==> src/rtl/sdram_wbuf.sv <==
// sdram_wbuf: posted-write buffer in front of a single SDRAM port.
// CPU writes are queued in a small FIFO and drained in order; a CPU read
// stalls the CPU until every earlier write has reached the SDRAM and the
// read data has come back.
module sdram_wbuf #(
  parameter int DEPTH = 4
) (
  input  logic         clk,
  input  logic         reset,
  input  logic [24:1]  cpu_addr,
  input  logic [15:0]  cpu_din,
  input  logic         cpu_rd,
  input  logic         cpu_wrl,
  input  logic         cpu_wrh,
  output logic [15:0]  cpu_dout,
  output logic         cpu_rdy,
  output logic         cpu_busy,
  output logic [24:1]  ram_addr,
  output logic [15:0]  ram_din,
  output logic         ram_rd,
  output logic         ram_wrl,
  output logic         ram_wrh,
  input  logic [15:0]  ram_dout,
  input  logic         ram_busy
);

  localparam int PW = $clog2(DEPTH);
  localparam int CW = $clog2(DEPTH) + 1;

  typedef enum logic [1:0] {IDLE, ISSUE, WAIT, GAP} state_t;

  state_t state, state_nx;

  logic [24:1]   fifo_addr [DEPTH];
  logic [15:0]   fifo_data [DEPTH];
  logic [1:0]    fifo_mask [DEPTH];   // {wrh, wrl}
  logic [PW-1:0] wptr, rptr;
  logic [CW-1:0] count;

  logic          rd_pend;
  logic [24:1]   rd_addr;
  logic          cur_is_rd;

  logic fifo_full, fifo_empty, wr_stb, push, pop, rd_acc;
  logic start_wr, start_rd, done, rd_done;

  // Strobe acceptance and sequencing qualifiers.
  always_comb begin
    fifo_full  = (count == CW'(DEPTH));
    fifo_empty = (count == '0);
    cpu_busy   = fifo_full | rd_pend;
    wr_stb     = cpu_wrl | cpu_wrh;
    push       = !cpu_busy && wr_stb;
    // A read strobe coinciding with a write strobe is dropped.
    rd_acc     = !cpu_busy && cpu_rd && !wr_stb;
    start_wr   = (state == IDLE) && !ram_busy && !fifo_empty;
    start_rd   = (state == IDLE) && !ram_busy && fifo_empty && rd_pend;
    done       = (state == WAIT) && !ram_busy;
    pop        = done && !cur_is_rd;
    rd_done    = done && cur_is_rd;
  end

  // FIFO storage; entries are only meaningful between wptr and rptr.
  always_ff @(posedge clk) begin
    if (push) begin
      fifo_addr[wptr] <= cpu_addr;
      fifo_data[wptr] <= cpu_din;
      fifo_mask[wptr] <= {cpu_wrh, cpu_wrl};
    end
  end

  // FIFO pointers and occupancy.
  always_ff @(posedge clk) begin
    if (reset) begin
      wptr  <= '0;
      rptr  <= '0;
      count <= '0;
    end else begin
      if (push) wptr <= wptr + 1'b1;
      if (pop)  rptr <= rptr + 1'b1;
      count <= count + {{(CW-1){1'b0}}, push} - {{(CW-1){1'b0}}, pop};
    end
  end

  // Pending read: address latched on acceptance, cleared as cpu_rdy fires.
  always_ff @(posedge clk) begin
    if (reset) begin
      rd_pend <= 1'b0;
      rd_addr <= '0;
    end else if (rd_acc) begin
      rd_pend <= 1'b1;
      rd_addr <= cpu_addr;
    end else if (rd_done) begin
      rd_pend <= 1'b0;
    end
  end

  // SDRAM port sequencer state register.
  always_ff @(posedge clk) begin
    if (reset) state <= IDLE;
    else       state <= state_nx;
  end

  // SDRAM port sequencer next-state logic.
  always_comb begin
    state_nx = state;
    case (state)
      IDLE:    if (start_wr || start_rd) state_nx = ISSUE;
      ISSUE:   if (ram_busy)             state_nx = WAIT;
      WAIT:    if (!ram_busy)            state_nx = GAP;
      GAP:                               state_nx = IDLE;
      default:                           state_nx = IDLE;
    endcase
  end

  // Registered SDRAM request/address/data and CPU read return.
  // Requests are raised on the IDLE->ISSUE edge and dropped on WAIT->GAP,
  // so address/data/mask stay frozen for the whole access.
  always_ff @(posedge clk) begin
    if (reset) begin
      ram_addr  <= '0;
      ram_din   <= '0;
      ram_rd    <= 1'b0;
      ram_wrl   <= 1'b0;
      ram_wrh   <= 1'b0;
      cur_is_rd <= 1'b0;
      cpu_rdy   <= 1'b0;
      cpu_dout  <= '0;
    end else begin
      cpu_rdy <= 1'b0;
      if (start_wr) begin
        ram_addr           <= fifo_addr[rptr];
        ram_din            <= fifo_data[rptr];
        {ram_wrh, ram_wrl} <= fifo_mask[rptr];
        ram_rd             <= 1'b0;
        cur_is_rd          <= 1'b0;
      end else if (start_rd) begin
        ram_addr  <= rd_addr;
        ram_rd    <= 1'b1;
        ram_wrl   <= 1'b0;
        ram_wrh   <= 1'b0;
        cur_is_rd <= 1'b1;
      end
      if (done) begin
        ram_rd  <= 1'b0;
        ram_wrl <= 1'b0;
        ram_wrh <= 1'b0;
        if (cur_is_rd) begin
          cpu_dout <= ram_dout;
          cpu_rdy  <= 1'b1;
        end
      end
    end
  end

endmodule
==> config.mk <==
export PLATFORM = sky130hd
export DESIGN_NAME = sdram_wbuf
export DESIGN_NICKNAME = d
export VERILOG_FILES = /design/src/rtl/sdram_wbuf.sv
export SDC_FILE = /design/constraint.sdc
export NUM_CORES = 1
export LEC_CHECK = 0
export CAP_MARGIN = 5
export CORE_ASPECT_RATIO = 0.7
export CORE_UTILIZATION = 25
export DETAILED_ROUTE_END_ITERATION = 8
export HOLD_SLACK_MARGIN = 0.03
export PLACE_DENSITY_LB_ADDON = 0.3
export SYNTH_ARGS = -nofsm -noshare
export SYNTH_HDL_FRONTEND = slang
export SYNTH_SLANG_ARGS = --single-unit
==> constraint.sdc <==
create_clock -name clk -period 3.3 [get_ports clk]
set_input_delay 0.66 -clock clk [delete_from_list [all_inputs] [get_ports clk]]
set_output_delay 0.66 -clock clk [all_outputs]
set_load 0.05 [all_outputs]
==> summary.md <==
| Metric | Value |
|---|---|
| First-pass GRT wire length | approximately 37000 um |
| FF-to-FF path depth | 11 |
| Site row count | a little over 60 |
| Critical Path Sink Type | output port |
| Ys flop type | edfxtp_1 |
| Resized cells post-CTS | 0 |
| Initial Util | 0.255 |
| Max clock buf depth | 3 |
| GRT Overall Usage | 0.118 |
| Layout fillers | about 3900 |
| CTS Buf Count | 29 |
| Vias in the first global route | a little under 6000 |
| Core area | around 0.04 mm2 |
| Flip-flop and latch count after synthesis | about 270 |
| EDFF count, synth | 168 |
| Clock-pin slew on the worst setup and hold paths | 70 ps |
| FF-to-FF End | count[2] |
| Unique cell type count in the Yosys netlist | between 40 and 50 |
| Root Driver | clkbuf_16 |
| Top post-synthesis cells by area | edfxtp_1 50%, dfxtp_1 19%, mux4_2 7.8%, nand2_1 3.1%, mux2i_1 2.6% |
| Top cell type's share of synthesized area | 0.497 |
| Critical Path Fanout Max | 6 |
| Total grt overflow | 0 |
| Dpl hpwl | 14900 um |
| Tmin final | slightly below 3000 ps |
| DRT iter0 DRCs | ~330 |
| Async S/R FF share, synth | 0 |
| Worst hold margin | about 450 ps |
| Fin. max-slew vios | 0 |
| WL final | 24600 um |
| Clock skew | about 19 ps |
| R2R Setup Slk | 800 ps |
| CP max stage delay | 810 ps |
| CP max-delay cell | clkdlybuf4s50_1 |
| Critical path class | flop to output port |
| Post-detailed-route DRC marker count | 0 |
| Lkg Pwr | around 0.0042 uW |
| Tot Pwr | approximately 10000 uW |
| Worst r2r src | state[0] |
| Vias | roughly 6000 |
| HP Start | cpu_dout[11] |
| Num ports | approximately 120 |
| Remaining antenna violation count | 0 |
| Min-Delay Endpoint | cpu_dout[11] |
| Via density | approximately 4.4 |
| First-pass DRT Iterations | 4 |
| Crit path DAT | 2300 ps |
| Final Net Count | ~850 |
| Die area | between 0.04 and 0.05 mm2 |
| Hold Violations, Final | 0 |
| Setup TNS Final | 0 ps |
| Status | finished, final reports clean |
| Layout Area Growth over Synthesis | 26.9% |
| Yosys warns | 0 |
| Netlist Area Pre-Place | 0.0101 mm2 |
| Share of cells above drive strength 1 | 0.157 |
| Worst hold path type | flop to flop |
| CTS Hold Bufs | 0 |
| Tightest Pin Transition | around 1000 ps |
| Routability cong. | about 0.7 |
| Unrepaired setup endpoints after global routing | false |
| Final setup fails | 0 |
| Initial antenna violation count | 1 |
| WL/cell | around 18 um |
| Fin crit share | 0.896 |
| Post-Syn Area per Cell | 15.6 um2 |
| Power Density | around 790 mW/mm2 |
| Mapped Cells | 649 |
| Seq/Total Area, Yosys | 0.688 |
| Synth area leader | edfxtp_1 |
| Syn nets | around 720 |
| CTS tree | yes |
| Largest net degree at the start of global routing | 56 |
| Clock latency on the worst-skew pair | between 500 and 600 ps |
| Worst-path cell chain | nor2_1 -> a21o_1 -> clkdlybuf4s50_1 |
| Clock net sink count | 265 |
| Die H | 171 um |
| Slew headroom | 0.332 |
| Critical Path RT | approximately 2600 ps |
| I/O Buffers | about 120 |
| Max VDD drop | 293 uV |
| Hold Path Cell Cnt | 2 |
| Top cells by count, synth | 168 x edfxtp_1, 97 x dfxtp_1, 84 x nand2_1 |
| CP startpoint kind | flop |
| Die W | ~240 um |
| Top-count cell post-synth | edfxtp_1 |
| Postcts setup bufs | 0 |
| FMAX | around 0.34 GHz |
| H-tree levels | 1 |
| Max-Cap Viols | 0 |
## cells by family after synthesis
| group | after synthesis | share of synthesized area |
|---|---|---|
| flops | 265 | 0.688 |
| simple gates | 161 | 0.0820 |
| compound gates | 86 | 0.0597 |
| mux | 71 | 0.125 |
| buf+inv | 53 | 0.0295 |
| fa+ha+maj | 10 | 0.0131 |
| xor+xnor | 3 | 0.00259 |
## worst max-delay path, delay by kind of cell (launching register included)
family                 cells  cell delay, ps
buffers and inverters      1             810
AND/OR/NAND/NOR            1             320
flip-flops                 1             390
AO/OA/AOI/OAI              1             210
## registers in the layout, summed over array words and instances (netlist names), 3 cells and up, named ones only
signal / cells
fifo_addr: 96
fifo_data: 64
ram_addr: 24
rd_addr: 24
cpu_dout: 16
ram_din: 16
fifo_mask: 8
count: 3
## cell usage in the layout, fill, tap and decap left out, types with 3 or more instances in the layout
master | synthesis | layout
a21oi_1 | 34 | 34
a221o_1 | 22 | 22
and2_2 | 0 | 4
and4_1 | 21 | 21
buf_4 | 1 | 22
clkbuf_1 | 22 | 5
clkbuf_16 | 0 | 29
clkdlybuf4s50_1 | 0 | 121
clkinv_1 | 0 | 3
clkinv_2 | 0 | 10
dfxtp_1 | 97 | 96
edfxtp_1 | 168 | 168
ha_1 | 9 | 9
inv_1 | 8 | 7
inv_6 | 0 | 3
mux2_2 | 3 | 3
mux2i_1 | 26 | 26
mux4_1 | 7 | 7
mux4_2 | 35 | 35
nand2_1 | 84 | 84
nand3_1 | 16 | 16
nor2_1 | 14 | 14
o21ai_0 | 18 | 18
## power breakdown
group          internal, uW  switching [uW]  total, uW
registers              4190             261       4450
clock network          1680            1330       3010
logic                   994            1750       2740
## worst max-delay path by stage
stage | start | to | slack (ps) | cells past startpoint
after floorplan | cpu_wrh | fifo_addr[0][0] | 760 | 3
after global placement | cpu_wrh | count[2] | 280 | 12
after detailed placement | cpu_wrh | count[2] | 270 | 12
after CTS | count[1] | cpu_busy | 290 | 3
after global routing | count[1] | cpu_busy | 240 | 3
final | count[1] | cpu_busy | 340 | 3
## layout make-up
class,instances,area (um2),share of cell area
sequential,265,6990,0.543
multi-input combinational,331,2880,0.224
timing repair buffer,146,1420,0.110
clock buffer,36,772,0.0599
tap,535,669,0.0520
clock inverter,18,115,0.00894
inverter,8,30.0,0.00233
antenna,1,2.50,0.000194
## through the flow
step / area (um2) / util / std cells / worst slack, ps
after global routing: 12900 / 0.323 / 1339 / 237
after detailed placement: 12000 / 0.301 / 1285 / 270
after global placement: 12000 / 0.301 / 1285 / 279
final: 12900 / 0.323 / 1340 / 342
after floorplan: 10100 / - / 649 / 764
after CTS: 12900 / 0.323 / 1339 / 290
## routing by layer
layer | track usage | up-vias | wire, um
met4 | 0.0249 | 0 | 379
met3 | 0.0322 | 32 | 1290
met5 | 0 | - | 0
met1 | 0.163 | 3011 | 11900
li1 | - | 2767 | -
met2 | 0.185 | 134 | 11000
Note: power is estimated with default switching activity, not from simulation.
